$ cat src/rtl/lsu_pkg.sv
// rtl/lsu_pkg.sv - shared funct3 codes, FSM state type and access-legality helpers
package lsu_pkg;

  localparam logic [2:0] F3_B  = 3'b000;
  localparam logic [2:0] F3_H  = 3'b001;
  localparam logic [2:0] F3_W  = 3'b010;
  localparam logic [2:0] F3_BU = 3'b100;
  localparam logic [2:0] F3_HU = 3'b101;

  typedef enum logic [1:0] {
    ST_IDLE,
    ST_REQ,
    ST_WAIT,
    ST_DONE
  } lsu_state_e;

  function automatic logic legal_f3(input logic is_store, input logic [2:0] f3);
    case (f3)
      F3_B, F3_H, F3_W: legal_f3 = 1'b1;
      F3_BU, F3_HU:     legal_f3 = ~is_store;
      default:          legal_f3 = 1'b0;
    endcase
  endfunction

  function automatic logic misaligned(input logic [2:0] f3, input logic [1:0] addr_lo);
    case (f3[1:0])
      2'b01:   misaligned = addr_lo[0];
      2'b10:   misaligned = (addr_lo != 2'b00);
      default: misaligned = 1'b0;
    endcase
  endfunction

endpackage

$ cat src/rtl/lsu_bus_master_if.sv
// rtl/lsu_bus_master_if.sv - valid/ready data-memory bus between the LSU and memory
interface lsu_bus_master_if #(
  parameter int XLEN   = 32,
  parameter int ADDR_W = 32
);

  logic              bus_req_valid;
  logic              bus_req_ready;
  logic              bus_req_we;
  logic [ADDR_W-1:0] bus_req_addr;
  logic [XLEN-1:0]   bus_req_wdata;
  logic [3:0]        bus_req_wstrb;
  logic              bus_rsp_valid;
  logic [XLEN-1:0]   bus_rsp_rdata;
  logic              bus_rsp_err;

  modport master (
    output bus_req_valid, bus_req_we, bus_req_addr, bus_req_wdata, bus_req_wstrb,
    input  bus_req_ready, bus_rsp_valid, bus_rsp_rdata, bus_rsp_err
  );

  modport slave (
    input  bus_req_valid, bus_req_we, bus_req_addr, bus_req_wdata, bus_req_wstrb,
    output bus_req_ready, bus_rsp_valid, bus_rsp_rdata, bus_rsp_err
  );

endinterface

$ cat src/rtl/load_extend.sv
// rtl/load_extend.sv - selects the addressed byte/half of a read word and sign/zero extends it
module load_extend
  import lsu_pkg::*;
#(
  parameter int XLEN = 32
) (
  input  logic [XLEN-1:0] i_data,
  input  logic [1:0]      i_addr_lo,
  input  logic [2:0]      i_funct3,
  output logic [XLEN-1:0] o_data
);

  logic [7:0]  w_byte;
  logic [15:0] w_half;

  always_comb begin
    w_byte = i_data[{i_addr_lo, 3'b000} +: 8];
    w_half = i_addr_lo[1] ? i_data[31:16] : i_data[15:0];
    case (i_funct3)
      F3_B:    o_data = {{(XLEN-8){w_byte[7]}}, w_byte};
      F3_H:    o_data = {{(XLEN-16){w_half[15]}}, w_half};
      F3_W:    o_data = i_data;
      F3_BU:   o_data = {{(XLEN-8){1'b0}}, w_byte};
      F3_HU:   o_data = {{(XLEN-16){1'b0}}, w_half};
      default: o_data = '0;
    endcase
  end

endmodule

$ cat src/rtl/lsu_bus_master.sv
// rtl/lsu_bus_master.sv - M-stage load/store unit: issues valid/ready bus accesses and stalls the pipe
module lsu_bus_master
  import lsu_pkg::*;
#(
  parameter int XLEN    = 32,
  parameter int ADDR_W  = 32,
  parameter int TIMEOUT = 255
) (
  input  logic              clk,
  input  logic              reset_n,
  input  logic              MemReadM,
  input  logic              MemWriteM,
  input  logic [2:0]        funct3M,
  input  logic [ADDR_W-1:0] ALUResultM,
  input  logic [XLEN-1:0]   WriteDataM,
  output logic [XLEN-1:0]   ReadDataM,
  output logic              StallMemM,
  output logic              MisalignM,
  output logic              FaultM,
  lsu_bus_master_if.master  bus
);

  localparam int              CNT_W     = $clog2(TIMEOUT + 2);
  localparam int              TO_LAST_I = (TIMEOUT > 0) ? TIMEOUT - 1 : 0;
  localparam logic [CNT_W-1:0] TO_LAST  = CNT_W'(TO_LAST_I);

  lsu_state_e        r_state;
  logic              r_we;
  logic [ADDR_W-1:0] r_addr;
  logic [XLEN-1:0]   r_wdata;
  logic [3:0]        r_wstrb;
  logic [2:0]        r_funct3;
  logic [1:0]        r_addr_lo;
  logic [CNT_W-1:0]  r_cnt;
  logic [XLEN-1:0]   r_rdata;
  logic              r_err;

  logic              w_idle;
  logic              w_access;
  logic              w_is_store;
  logic              w_illegal;
  logic              w_misal;
  logic              w_start;
  logic              w_timeout;
  logic [ADDR_W-1:0] w_addr;
  logic [XLEN-1:0]   w_wdata;
  logic [3:0]        w_wstrb;
  logic [XLEN-1:0]   w_ext;

  // Read wins when both strobes are set, so a store is only a pure write.
  assign w_idle     = (r_state == ST_IDLE);
  assign w_access   = MemReadM | MemWriteM;
  assign w_is_store = MemWriteM & ~MemReadM;
  assign w_illegal  = w_access & ~legal_f3(w_is_store, funct3M);
  assign w_misal    = w_access & ~w_illegal & misaligned(funct3M, ALUResultM[1:0]);
  assign w_start    = reset_n & w_idle & w_access & ~w_illegal & ~w_misal;
  assign w_timeout  = (TIMEOUT != 0) && (r_cnt >= TO_LAST);
  assign w_addr     = {ALUResultM[ADDR_W-1:2], 2'b00};

  always_comb begin
    w_wstrb = 4'b0000;
    w_wdata = WriteDataM;
    case (funct3M[1:0])
      2'b00: begin
        w_wstrb = 4'b0001 << ALUResultM[1:0];
        w_wdata = {4{WriteDataM[7:0]}};
      end
      2'b01: begin
        w_wstrb = 4'b0011 << {ALUResultM[1], 1'b0};
        w_wdata = {2{WriteDataM[15:0]}};
      end
      default: begin
        w_wstrb = 4'b1111;
        w_wdata = WriteDataM;
      end
    endcase
    if (!w_is_store) w_wstrb = 4'b0000;
  end

  load_extend #(.XLEN(XLEN)) u_load_extend (
    .i_data    (bus.bus_rsp_rdata),
    .i_addr_lo (r_addr_lo),
    .i_funct3  (r_funct3),
    .o_data    (w_ext)
  );

  // The first request cycle is presented straight from the M-stage inputs; later cycles replay the captured copy.
  assign bus.bus_req_valid = w_start | (r_state == ST_REQ);
  assign bus.bus_req_we    = w_start ? w_is_store : r_we;
  assign bus.bus_req_addr  = w_start ? w_addr     : r_addr;
  assign bus.bus_req_wdata = w_start ? w_wdata    : r_wdata;
  assign bus.bus_req_wstrb = w_start ? w_wstrb    : r_wstrb;

  assign StallMemM = w_start | (r_state == ST_REQ) | (r_state == ST_WAIT);
  assign MisalignM = reset_n & w_idle & w_misal;
  assign FaultM    = reset_n & ((w_idle & w_illegal) | ((r_state == ST_DONE) & r_err));
  assign ReadDataM = (r_state == ST_DONE) ? r_rdata : '0;

  always_ff @(posedge clk or negedge reset_n) begin
    if (!reset_n) begin
      r_state   <= ST_IDLE;
      r_we      <= 1'b0;
      r_addr    <= '0;
      r_wdata   <= '0;
      r_wstrb   <= 4'b0000;
      r_funct3  <= 3'b000;
      r_addr_lo <= 2'b00;
      r_cnt     <= '0;
      r_rdata   <= '0;
      r_err     <= 1'b0;
    end else begin
      case (r_state)
        ST_IDLE: begin
          if (w_start) begin
            r_we      <= w_is_store;
            r_addr    <= w_addr;
            r_wdata   <= w_wdata;
            r_wstrb   <= w_wstrb;
            r_funct3  <= funct3M;
            r_addr_lo <= ALUResultM[1:0];
            r_cnt     <= '0;
            r_rdata   <= '0;
            r_err     <= 1'b0;
            r_state   <= bus.bus_req_ready ? ST_WAIT : ST_REQ;
          end
        end
        ST_REQ: begin
          r_cnt <= r_cnt + CNT_W'(1);
          if (bus.bus_req_ready) begin
            r_state <= ST_WAIT;
          end else if (w_timeout) begin
            r_err   <= 1'b1;
            r_state <= ST_DONE;
          end
        end
        ST_WAIT: begin
          r_cnt <= r_cnt + CNT_W'(1);
          if (bus.bus_rsp_valid) begin
            r_rdata <= r_we ? '0 : w_ext;
            r_err   <= bus.bus_rsp_err;
            r_state <= ST_DONE;
          end else if (w_timeout) begin
            r_err   <= 1'b1;
            r_state <= ST_DONE;
          end
        end
        ST_DONE: r_state <= ST_IDLE;
        default: r_state <= ST_IDLE;
      endcase
    end
  end

endmodule

$ cat src/flat_wrapper.sv
// flat-port wrapper written by rule: the top's interface ports become plain ports
module lsu_bus_master_flat import lsu_pkg::*;
#(
  parameter int XLEN    = 32,
  parameter int ADDR_W  = 32,
  parameter int TIMEOUT = 255
)
  (clk, reset_n, MemReadM, MemWriteM, funct3M, ALUResultM, WriteDataM, ReadDataM, StallMemM, MisalignM, FaultM, bus_bus_req_valid, bus_bus_req_we, bus_bus_req_addr, bus_bus_req_wdata, bus_bus_req_wstrb, bus_bus_req_ready, bus_bus_rsp_valid, bus_bus_rsp_rdata, bus_bus_rsp_err);
  lsu_bus_master_if #(.XLEN(XLEN), .ADDR_W(ADDR_W)) bus_i ();
  input  logic clk;
  input  logic reset_n;
  input  logic MemReadM;
  input  logic MemWriteM;
  input  logic [2:0] funct3M;
  input  logic [ADDR_W-1:0] ALUResultM;
  input  logic [XLEN-1:0] WriteDataM;
  output logic [XLEN-1:0] ReadDataM;
  output logic StallMemM;
  output logic MisalignM;
  output logic FaultM;
  output wire logic [$bits(bus_i.bus_req_valid)-1:0] bus_bus_req_valid;
  output wire logic [$bits(bus_i.bus_req_we)-1:0] bus_bus_req_we;
  output wire logic [$bits(bus_i.bus_req_addr)-1:0] bus_bus_req_addr;
  output wire logic [$bits(bus_i.bus_req_wdata)-1:0] bus_bus_req_wdata;
  output wire logic [$bits(bus_i.bus_req_wstrb)-1:0] bus_bus_req_wstrb;
  input wire logic [$bits(bus_i.bus_req_ready)-1:0] bus_bus_req_ready;
  input wire logic [$bits(bus_i.bus_rsp_valid)-1:0] bus_bus_rsp_valid;
  input wire logic [$bits(bus_i.bus_rsp_rdata)-1:0] bus_bus_rsp_rdata;
  input wire logic [$bits(bus_i.bus_rsp_err)-1:0] bus_bus_rsp_err;
  assign bus_bus_req_valid = bus_i.bus_req_valid;
  assign bus_bus_req_we = bus_i.bus_req_we;
  assign bus_bus_req_addr = bus_i.bus_req_addr;
  assign bus_bus_req_wdata = bus_i.bus_req_wdata;
  assign bus_bus_req_wstrb = bus_i.bus_req_wstrb;
  assign bus_i.bus_req_ready = bus_bus_req_ready;
  assign bus_i.bus_rsp_valid = bus_bus_rsp_valid;
  assign bus_i.bus_rsp_rdata = bus_bus_rsp_rdata;
  assign bus_i.bus_rsp_err = bus_bus_rsp_err;
  lsu_bus_master #(.XLEN(XLEN), .ADDR_W(ADDR_W), .TIMEOUT(TIMEOUT)) u_core (.clk(clk), .reset_n(reset_n), .MemReadM(MemReadM), .MemWriteM(MemWriteM), .funct3M(funct3M), .ALUResultM(ALUResultM), .WriteDataM(WriteDataM), .ReadDataM(ReadDataM), .StallMemM(StallMemM), .MisalignM(MisalignM), .FaultM(FaultM), .bus(bus_i));
endmodule
$ cat config.mk
export PLATFORM = sky130hd
export DESIGN_NAME = lsu_bus_master_flat
export DESIGN_NICKNAME = d
export VERILOG_FILES = /design/src/rtl/lsu_pkg.sv /design/src/rtl/lsu_bus_master_if.sv /design/src/rtl/load_extend.sv /design/src/rtl/lsu_bus_master.sv /design/src/flat_wrapper.sv
export SDC_FILE = /design/constraint.sdc
export NUM_CORES = 1
export LEC_CHECK = 0
export BUFFER_PORTS_ARGS = -buffer_cell sky130_fd_sc_hd__clkbuf_2
export CAP_MARGIN = 10
export CORE_MARGIN = 1
export CORE_UTILIZATION = 50
export CTS_CLUSTER_DIAMETER = 40
export CTS_CLUSTER_SIZE = 30
export DETAILED_ROUTE_END_ITERATION = 7
export HOLD_SLACK_MARGIN = 0.1
export PLACE_DENSITY = 0.78
export SYNTH_ARGS = -nofsm -noshare
export SYNTH_HDL_FRONTEND = slang
export SYNTH_SLANG_ARGS = --single-unit
$ cat constraint.sdc
create_clock -name clk -period 3 [get_ports clk]
set_input_delay 0.3 -clock clk [delete_from_list [all_inputs] [get_ports clk]]
set_output_delay 0.3 -clock clk [all_outputs]
set_load 0.01 [all_outputs]
==> metrics.log, run 1 <==
INFO  metric insertion_delay_to_the_later_sink_of_the_worst_skew_pair = 410 ps
INFO  metric globalRoute.totalOverflow = 0
INFO  metric worstSetupStartpointType = register
INFO  metric place.detailed.hpwl = 12100 um
INFO  metric power.share.switching = 0.387
INFO  metric hold_class = in2reg
INFO  metric reg2regPathDepth = 7
INFO  metric synth_seq_area_share = 0.470
INFO  metric initial_core_util = 0.518
INFO  metric maximum_number_of_pins_on_one_net_before_global_route_repair = 73
INFO  metric timing.rr.start = u_core.r_state[1]
INFO  metric grt_pass1_wl = 28000 um
INFO  metric timing.critical_path.required = 2700 ps
INFO  metric synth_flop_cell = dfrtp_1
INFO  metric area.sequential = 2950 um2
INFO  metric layout.nets = 1058
INFO  metric drcViolationCount = 0
INFO  metric clk_transition_reported_paths = 60 ps
INFO  metric synth_cell_types = 51
INFO  metric netlist_instances = 712
INFO  metric cts_buffers = 17
INFO  metric groute.usage.overall = 0.278
INFO  metric maxClockFrequency = 348 MHz
INFO  metric route.antenna.remaining_nets = 0
INFO  metric longest_individual_stage_delay_on_the_worst_path = 440 ps
INFO  metric path_buf_inv = 4
INFO  metric detail_route.iter0.violations = 494
INFO  metric hold_path_depth = 3
INFO  metric core = 12100 um2
INFO  metric fillers = 992
INFO  metric timing.critical_path.max_delay_family = buffers and inverters
INFO  metric tritoncts = yes
INFO  metric vias = 6155
INFO  metric synth_warnings = 0
INFO  metric category_of_the_worst_setup_path_capture_point = output pin
INFO  metric gp_congestion = 0.888
INFO  metric floorplan.rows = 40
INFO  metric p_switching = 3.18 mW
INFO  metric die_height = 114 um
INFO  metric max-slew-margin-rel = 0.403
INFO  metric report.final.slew_viol_count = 0
INFO  metric seq_power_share = 0.314
INFO  metric synth_seq_cells = 118
INFO  metric fp.dieArea = 13000 um2
INFO  metric multiInputGateArea = 3120 um2
INFO  metric final.setup.worst_slack = 125 ps
INFO  metric critical_path_arrival = 2570 ps
INFO  metric place_ws = 324 ps
INFO  metric mostFrequentLayoutCell = clkbuf_2
INFO  metric cellPowerDensity = 979 nW/um2
INFO  metric layout-drive-gt1-share = 0.298
INFO  metric area_delta_synth_final = 33.6%
INFO  metric share_of_async_settable_or_async_resettable_flops_after_synthesis = 1.00
INFO  metric tritoncts_num_sinks = 118
INFO  metric synth-edff-count = 0
INFO  metric min_from = ALUResultM[21]
INFO  metric post-route-util = 0.693
INFO  metric critical_path.cell_chain = inv_1 > ha_2 > o211a_1 > nand4b_4 > nor2_4 > buf_4 > clkbuf_16 > nand2_1 > nand2_1 > clkbuf_2
INFO  metric share_of_power_burned_in_the_clock_network = 0.247
INFO  metric post-route-min-period = 2870 ps
INFO  metric final-setup-viol-count = 0
INFO  metric worstReg2RegEnd = u_core.r_rdata[18]
INFO  metric yosys-top-cells-area = dfrtp_1, nand2_1, o2bb2ai_1, and2_1, nor2_1
INFO  metric grt_pass1_vias = 5868
INFO  metric synth_top_cell_area_share = 0.470
INFO  metric synth_top_cell_by_area = dfrtp_1
INFO  metric worstMarginPinSlew = 896 ps
INFO  metric final_cell_mix = clkbuf_2, nand2_1, dfrtp_1
INFO  metric instances_no_fill = 1121
INFO  metric clock_tree.buffer_depth = 2
INFO  metric die_width = 114 um
INFO  metric wl_per_cell = 15.9 um
INFO  metric vias_per_cell = 5.49
INFO  metric firstDrtPassIters = 8
INFO  metric critPathMostFrequentCell = nand2_1
INFO  metric worstHoldEndpoint = u_core.r_addr[21]
INFO  metric run_status = finished clean
INFO  metric power.static_leakage = 4.38 nW
INFO  metric timing.final.hold_violations = 0
INFO  metric postSynthAreaPerCell = 8.82 um2
INFO  metric ant_diodes = 0
INFO  metric crit_path_max_fanout = 36
INFO  metric power_report.internal_total = 5.03 mW
INFO  metric cts-htree-levels = 4
INFO  metric syn-cell-area = 6280 um2
INFO  metric grt_antenna_before_repair = 0
INFO  metric postSynthNetCount = 829
INFO  metric cell_with_the_biggest_individual_delay_on_the_critical_path = dfrtp_1
INFO  metric numPlacedInstances = 1064
INFO  metric peakVddDrop = 575 uV
INFO  metric max_cap_viols = 0
INFO  metric finalHoldWorstSlack = 106 ps
INFO  metric totalWireLength = 17800 um
INFO  metric crit_type = reg2out
INFO  metric layout_worst_path_cycle_share = 0.958
INFO  metric clock_tree.root_cell = clkbuf_16
INFO  metric worst-r2r-setup-slack = 460 ps
INFO  metric io_buffer_count = 210
INFO  metric placed_area = 7530 um2
INFO  metric post-layout-total-power = 8.21 mW
INFO  metric io_pins = 211
INFO  metric timing.clock.skew = 10.0 ps
INFO  metric grt_setup_unrepaired = no
INFO  metric setup_tns = 0 ps
INFO  metric p_comb_frac = 0.440
INFO  metric layout.cell_area.non_filler = 8390 um2
## worst min-delay path: cells and delay by family
family,cells,cell delay [ps]
buf+inv,1,80
simple gates,2,110
## flip-flops by register name, summed over array words and instances, names as in the netlist
name,cells
u_core.r_addr,32
u_core.r_addr_lo,2
u_core.r_cnt,9
u_core.r_err,1
u_core.r_funct3,3
u_core.r_rdata,32
u_core.r_state,2
u_core.r_wdata,32
u_core.r_we,1
u_core.r_wstrb,4
## per-layer routing
layer,global-route usage,part of all wire,up-vias
li1,-,-,2948
met1,0.356,0.42,2899
met2,0.459,0.48,278
met3,0.0614,0.075,30
met4,0.113,0.021,0
met5,0,0,-
## how the worst max path moves through the flow
stage	startpoint	endpoint	slack (ps)	cells past startpoint
floorplan	funct3M[1]	bus_bus_req_wdata[25]	690	9
global placement	funct3M[1]	bus_bus_req_wdata[26]	380	10
detailed placement	funct3M[1]	u_core.r_rdata[4]	320	8
CTS	u_core.r_state[1]	bus_bus_req_wdata[26]	50	9
global route	u_core.r_state[0]	bus_bus_req_wstrb[0]	1	8
finish	u_core.r_state[1]	bus_bus_req_wdata[1]	130	10
## synth_stat cells, types with 2 or more instances
cell       instances
nor3_1             9
nor2_1            48
or3_1              2
and3_1             2
nor2b_1            7
a222oi_1           3
mux2_2             9
and2_1            36
a31oi_1           16
ha_1              11
or2_2              2
buf_1              5
a32o_1             2
o2bb2ai_1         32
o21ai_0           33
nand3b_1           2
nand3_1           12
inv_1             11
o211a_1            3
buf_2             13
mux2i_1           11
a22oi_1           13
a21oi_1           28
dfrtp_1          118
nand2b_1           5
clkbuf_1          26
nand2_1          200
o31ai_1            4
nor3b_1            9
a221oi_1          19
## layout make-up
type / instances / area share
flip-flops and latches: 118 / 0.352
clock buffers: 21 / 0.0549
clock inverters: 10 / 0.0154
repair buffers: 254 / 0.176
multi-input cells: 539 / 0.372
inverters: 11 / 0.00492
well taps: 168 / 0.0251
## kinds of logic (layout without fill, tap and decap cells)
| kind of cell | after synthesis | after routing | synth area share |
|---|---|---|---|
| AOI/OAI and AO/OA | 164 | 164 | 0.190 |
| adders and majority gates | 11 | 11 | 0.0219 |
| buffers and inverters | 56 | 296 | 0.0373 |
| DFF | 118 | 118 | 0.470 |
| muxes | 21 | 21 | 0.0355 |
| and+or+nand+nor | 342 | 343 | 0.245 |
## repair_timing
action                                 in CTS  in global routing
resized for setup                           1                  1
endpoints found under the hold margin      21                  0
pin swaps                                   0                  1
setup endpoints to repair                  41                 24
cloned                                      0                  2
hold buffers                               21                  0
buffers inserted                            0                  3
## power groups by stage
| stage | Sequential [mW] | Combinational (mW) | Clock, mW |
|---|---|---|---|
| floorplan | 2.47 | 2.45 | 0 |
| global placement | 2.56 | 3.48 | 0 |
| detailed placement | 2.58 | 3.52 | 0 |
| CTS | 2.57 | 3.58 | 2.04 |
| global route | 2.64 | 4.02 | 2.12 |
| finish | 2.58 | 3.61 | 2.02 |
Note: power is estimated with default switching activity, not from simulation.
==> run 2, diff against run 1 <==
SYNTH_HIERARCHICAL = 1   (was not set)
==> run 2 against run 1 <==
Against the previous run:
- area after synthesis is 5.0% higher
- final cell count increased by 6.2%
- largest cell class unchanged
- first-iteration DRC count increased by 39%
- critical endpoint is now bus_bus_req_addr[26]
- highest routed layer unchanged
==> metrics.log, run 2 <==
INFO  metric die_width = 117 um
INFO  metric cellPowerDensity = 1020 nW/um2
INFO  metric timing.critical_path.required = 2700 ps
INFO  metric drcViolationCount = 0
INFO  metric netlist_instances = 793
INFO  metric yosys-top-cells-area = dfrtp_1, nand2_1, o21ai_0, and2_1, mux2i_1
INFO  metric vias_per_cell = 5.63
INFO  metric hold_class = in2reg
INFO  metric report.final.slew_viol_count = 0
INFO  metric reg.largest.list = u_core/r_addr (32), u_core/r_rdata (32), u_core/r_wdata (32)
INFO  metric synth_flop_cell = dfrtp_1
INFO  metric synth_warnings = 6
INFO  metric postSynthNetCount = 910
INFO  metric totalWireLength = 19300 um
INFO  metric ant_diodes = 0
INFO  metric yosysMostFrequentCell = nand2_1
INFO  metric synth_seq_area_share = 0.448
INFO  metric insertion_delay_to_the_later_sink_of_the_worst_skew_pair = 410 ps
INFO  metric maxClockFrequency = 345 MHz
INFO  metric floorplan.rows = 41
INFO  metric synth_common_cells = nand2_1, dfrtp_1, o21ai_0
INFO  metric layout-drive-gt1-share = 0.281
INFO  metric wl_per_cell = 16.2 um
INFO  metric layout.nets = 1125
INFO  metric max_cap_viols = 0
INFO  metric peakVddDrop = 495 uV
INFO  metric timing.final.hold_violations = 0
INFO  metric clk_transition_reported_paths = 50 ps
INFO  metric finalHoldWorstSlack = 113 ps
INFO  metric core = 12700 um2
INFO  metric mostFrequentLayoutCell = nand2_1
INFO  metric grt_pass1_vias = 6087
INFO  metric io_pins = 211
INFO  metric crit_type = reg2out
INFO  metric tritoncts_num_sinks = 118
INFO  metric maximum_number_of_pins_on_one_net_before_global_route_repair = 64
INFO  metric worst-r2r-setup-slack = 630 ps
INFO  metric instances_no_fill = 1191
INFO  metric max-slew-margin-rel = 0.472
INFO  metric cts-htree-levels = 4
INFO  metric worstSetupStartpointType = register
INFO  metric gp_congestion = 0.847
INFO  metric numPlacedInstances = 1141
INFO  metric multiInputGateArea = 3360 um2
INFO  metric initial_core_util = 0.518
INFO  metric post-route-min-period = 2900 ps
INFO  metric crit_path_max_fanout = 28
INFO  metric synth_top_cell_by_area = dfrtp_1
INFO  metric postSynthAreaPerCell = 8.32 um2
INFO  metric synth_seq_cells = 118
INFO  metric route.antenna.remaining_nets = 0
INFO  metric final_cell_mix = nand2_1, clkbuf_2, dfrtp_1
INFO  metric tritoncts = yes
INFO  metric layout_worst_path_cycle_share = 0.967
INFO  metric critical_path_arrival = 2600 ps
INFO  metric fillers = 1068
INFO  metric run_status = finished clean
INFO  metric grt_antenna_before_repair = 0
INFO  metric firstDrtPassIters = 6
INFO  metric syn-cell-area = 6600 um2
INFO  metric category_of_the_worst_setup_path_capture_point = output pin
INFO  metric grt_pass1_wl = 29600 um
INFO  metric area.sequential = 2950 um2
INFO  metric synth-edff-count = 0
INFO  metric clock_tree.root_cell = clkbuf_16
INFO  metric cts_buffers = 17
INFO  metric power.static_leakage = 4.52 nW
INFO  metric post-layout-total-power = 8.85 mW
INFO  metric synth_top_cell_area_share = 0.448
INFO  metric timing.clock.skew = 6.28 ps
INFO  metric detail_route.iter0.violations = 687
INFO  metric globalRoute.totalOverflow = 0
INFO  metric io_buffer_count = 210
INFO  metric area_delta_synth_final = 31.4%
INFO  metric place.detailed.hpwl = 12600 um
INFO  metric synth_cell_types = 50
INFO  metric worstMarginPinSlew = 792 ps
INFO  metric die_height = 117 um
INFO  metric final-setup-viol-count = 0
INFO  metric share_of_async_settable_or_async_resettable_flops_after_synthesis = 1.00
INFO  metric vias = 6705
INFO  metric groute.usage.overall = 0.285
INFO  metric fp.dieArea = 13700 um2
INFO  metric clock_tree.buffer_depth = 2
## run 2: cell count changes after synthesis, moves of 6 or more
cell,before,now
o21ai_0,33,90
o2bb2ai_1,32,1
nand2_1,200,230
o211ai_1,0,18
a21oi_1,28,11
a221oi_1,19,8
buf_4,0,10
nand3_1,12,21
a211o_1,0,8
nor2_1,48,40
nor3b_1,9,1
and3_1,2,9
nor4b_1,0,6
## run 2: area by class of cell
class                           instances  share of cell area
Sequential cell                       118               0.341
Tap cell                              172              0.0248
Clock buffer                           22              0.0559
Multi-Input combinational cell        611               0.388
Inverter                               10             0.00433
Clock inverter                          8              0.0169
Timing Repair Buffer                  250               0.169
## run 2: power by group
part	switching, mW	total [mW]	internal [mW]
Sequential	0.368	2.62	2.25
Clock	0.695	2.16	1.47
Combinational	2.51	4.07	1.55
Total	3.57	8.85	5.28
## run 2: critical path: stages, from the launching register on
cell and delay, ps:
dfrtp_1 450, inv_1 140, ha_2 250, and2_1 160, o221ai_2 100, buf_4 170, nor2_4 230, bufbuf_16 370
nand2_1 90, nand2_1 90, clkbuf_2 150
## run 2: layer usage
layer | GRT usage | vias to the layer above | share of wire
met3 | 0.0808 | 31 | 0.082
met5 | 0 | - | 0
met4 | 0.0962 | 0 | 0.017
met1 | 0.352 | 3159 | 0.40
met2 | 0.482 | 340 | 0.50
li1 | - | 3175 | -
## run 2: stage by stage
stage | area [um2] | setup slack [ps] | setup TNS, ps | utilization
floorplan | 6600 | 738 | 0 | -
global route | 8670 | -37.9 | -85.6 | 0.681
finish | 8670 | 97.9 | 0 | 0.681
detailed placement | 7780 | 291 | 0 | 0.612
CTS | 8620 | 60.5 | 0 | 0.677
global placement | 7780 | 352 | 0 | 0.612
## run 2: logic make-up after synthesis
logic type,share of synthesized area
AO/OA/AOI/OAI,0.194
adder cells (fa/ha/maj),0.0209
buffers and inverters,0.0465
flip-flops,0.448
multiplexers,0.0398
AND/OR/NAND/NOR,0.251
## run 2: what timing repair did
action                     CTS  global route
setup endpoints to repair   21            24
gates resized for setup      1             3
buffers inserted             1             0
pin swaps                    1             0
hold buffers                16             1
hold endpoints to repair    70             1
cloned                       1             1
## run 2: path summary, 6_finish.rpt
kind,start,end,depth (start not counted)
setup / recovery,u_core/r_state[1],bus_bus_req_addr[26],10
hold / removal,ALUResultM[8],u_core/r_addr[8],3
setup reg to reg,u_core/r_state[1],u_core/r_rdata[15],9
hold reg to reg,u_core/r_wdata[6],u_core/r_wdata[6],2
max in group asynchronous,reset_n,u_core/r_cnt[2],4
min in group asynchronous,reset_n,u_core/r_addr[1],3
==> run 3, diff against run 2 <==
CORE_ASPECT_RATIO = 2   (was not set)
CORE_UTILIZATION = 47   (was 50)
PLACE_DENSITY = 0.77   (was 0.78)
clock period = 2.5 ns   (was 3 ns; I/O delays follow)
==> run 3 against run 2 <==
Against the previous run:
- critical path depth grew 1
- die area grew 6.5%
- non-clock buffer count grew 39
- critical path type unchanged
- highest routed layer unchanged
==> metrics.log, run 3 (synthesis results as in run 2) <==
INFO  metric worstMarginPinSlew = 875 ps
INFO  metric clock_tree.buffer_depth = 2
INFO  metric io_pins = 211
INFO  metric worstSetupStartpointType = register
INFO  metric global_route.usage.met1 = 0.304
INFO  metric cts-htree-levels = 4
INFO  metric die_height = 170 um
INFO  metric max-slew-margin-rel = 0.417
INFO  metric globalRoute.totalOverflow = 0
INFO  metric timing.critical_path.required = 2250 ps
INFO  metric cellPowerDensity = 1180 nW/um2
INFO  metric final.setup.worst_slack = 2.78 ps
INFO  metric io_buffer_count = 210
INFO  metric timing.clock.skew = 8.89 ps
INFO  metric fp.dieArea = 14500 um2
INFO  metric floorplan.rows = 60
INFO  metric area.sequential = 2950 um2
INFO  metric reg.largest.list = u_core/r_addr (32), u_core/r_rdata (32), u_core/r_wdata (32)
INFO  metric grt_pass1_wl = 33200 um
INFO  metric longest_individual_stage_delay_on_the_worst_path = 380 ps
INFO  metric top_usage_layer = met2
INFO  metric grt_antenna_before_repair = 0
INFO  metric run_status = finished clean
INFO  metric vias_per_cell = 5.61
INFO  metric crit_path_max_fanout = 6
INFO  metric max_cap_viols = 0
INFO  metric detail_route.iter0.violations = 385
INFO  metric clock_tree.root_cell = clkbuf_16
INFO  metric instances_no_fill = 1247
INFO  metric route.antenna.remaining_nets = 0
INFO  metric place_ws = -21.8 ps
INFO  metric report.final.slew_viol_count = 0
INFO  metric timing.final.hold_violations = 0
INFO  metric core = 13600 um2
INFO  metric tritoncts_num_sinks = 118
INFO  metric multiInputGateArea = 3450 um2
INFO  metric wl_per_cell = 17.0 um
INFO  metric clk_transition_reported_paths = 60 ps
INFO  metric final-setup-viol-count = 0
INFO  metric final_cell_mix = nand2_1, clkbuf_2, dfrtp_1
INFO  metric critical_path_arrival = 2250 ps
INFO  metric firstDrtPassIters = 5
INFO  metric grt_pass1_vias = 6933
INFO  metric area_delta_synth_final = 37.7%
INFO  metric maxClockFrequency = 400 MHz
INFO  metric drcViolationCount = 0
INFO  metric die_width = 85.8 um
INFO  metric layout-drive-gt1-share = 0.309
INFO  metric cell_with_the_biggest_individual_delay_on_the_critical_path = dfrtp_1
INFO  metric critPathMostFrequentCell = buf_6
INFO  metric initial_core_util = 0.485
INFO  metric power.static_leakage = 4.70 nW
INFO  metric insertion_delay_to_the_later_sink_of_the_worst_skew_pair = 400 ps
INFO  metric peakVddDrop = 750 uV
INFO  metric mostFrequentLayoutCell = nand2_1
INFO  metric category_of_the_worst_setup_path_capture_point = output pin
INFO  metric totalWireLength = 21200 um
INFO  metric place.detailed.hpwl = 14300 um
INFO  metric ant_diodes = 0
INFO  metric post-route-util = 0.668
INFO  metric fillers = 1104
INFO  metric layout_worst_path_cycle_share = 0.999
INFO  metric hold_class = in2reg
INFO  metric crit_type = reg2out
INFO  metric layout.nets = 1165
INFO  metric post-route-min-period = 2500 ps
INFO  metric vias = 7001
INFO  metric maximum_number_of_pins_on_one_net_before_global_route_repair = 71
INFO  metric critical_path.cell_chain = inv_2 > ha_4 > and2_4 > o221ai_4 > buf_6 > nor2_4 > buf_12 > buf_6 > buf_6 > or3_4 > buf_6
INFO  metric cts_buffers = 17
INFO  metric grt_setup_unrepaired = yes
INFO  metric met3_usage = 0.0472
INFO  metric gp_congestion = 0.893
INFO  metric groute.usage.overall = 0.296
INFO  metric tritoncts = yes
INFO  metric numPlacedInstances = 1167
INFO  metric gr-usage-met2 = 0.551
run 3: cell type report:
cell class,instances,area share
inverter,10,0.00413
clock buffer,18,0.0484
clock inverter,14,0.0138
timing repair buffer,289,0.202
tap,186,0.0256
multi-input combinational,612,0.380
sequential,118,0.325
run 3: layer usage:
metal / vias to the layer above / routed length (um)
met4: 0 / 1110
met3: 71 / 1240
met2: 352 / 11500
met5: - / 0
li1: 3266 / -
met1: 3312 / 7360
run 3: timing repair:
| item | 4_1_cts | 5_1_grt |
|---|---|---|
| endpoints found under the setup margin | 70 | 57 |
| gates cloned | 3 | 1 |
| hold buffers | 32 | 0 |
| setup buffers | 8 | 7 |
| resized for setup | 13 | 35 |
| hold endpoints to repair | 79 | 0 |
| pin swaps | 2 | 4 |
run 3: worst paths after layout:
path                                    from                 end  slack, ps  cells past startpoint
max                        u_core/r_state[0]           StallMemM          3                     11
min                           WriteDataM[30]  u_core/r_wdata[30]        110                      3
max reg2reg                u_core/r_state[0]     u_core/r_cnt[3]        360                     10
min reg2reg                u_core/r_wdata[2]   u_core/r_wdata[2]        470                      2
max in group asynchronous            reset_n     u_core/r_cnt[3]        570                      4
min in group asynchronous            reset_n  u_core/r_rdata[23]        570                      3
run 3: through the flow:
stage / instance area, um2 / power, mW / TNS, ps / hold slack (ps)
5_1_grt: 9080 / 11.4 / -152 / 126
6_report: 9080 / 10.7 / 0 / 113
3_5_place_dp: 7900 / 8.02 / -137 / 439
3_3_place_gp: 7900 / 7.91 / 0 / 435
4_1_cts: 8940 / 10.5 / -70.7 / 105
2_1_floorplan: 6600 / 6.29 / 0 / -45.6
run 3: power by group:
part           internal (mW)  leakage, nW  switching, mW
Sequential              2.70         1.50          0.435
Clock                   1.40        0.273          0.918
Combinational           2.11         2.92           3.18
run 3: critical path: cells and delay by family (launching register included):
family	cells	cell delay, ps
buf+inv	6	730
simple gates	3	510
flops	1	380
fa+ha+maj	1	160
compound gates	1	70
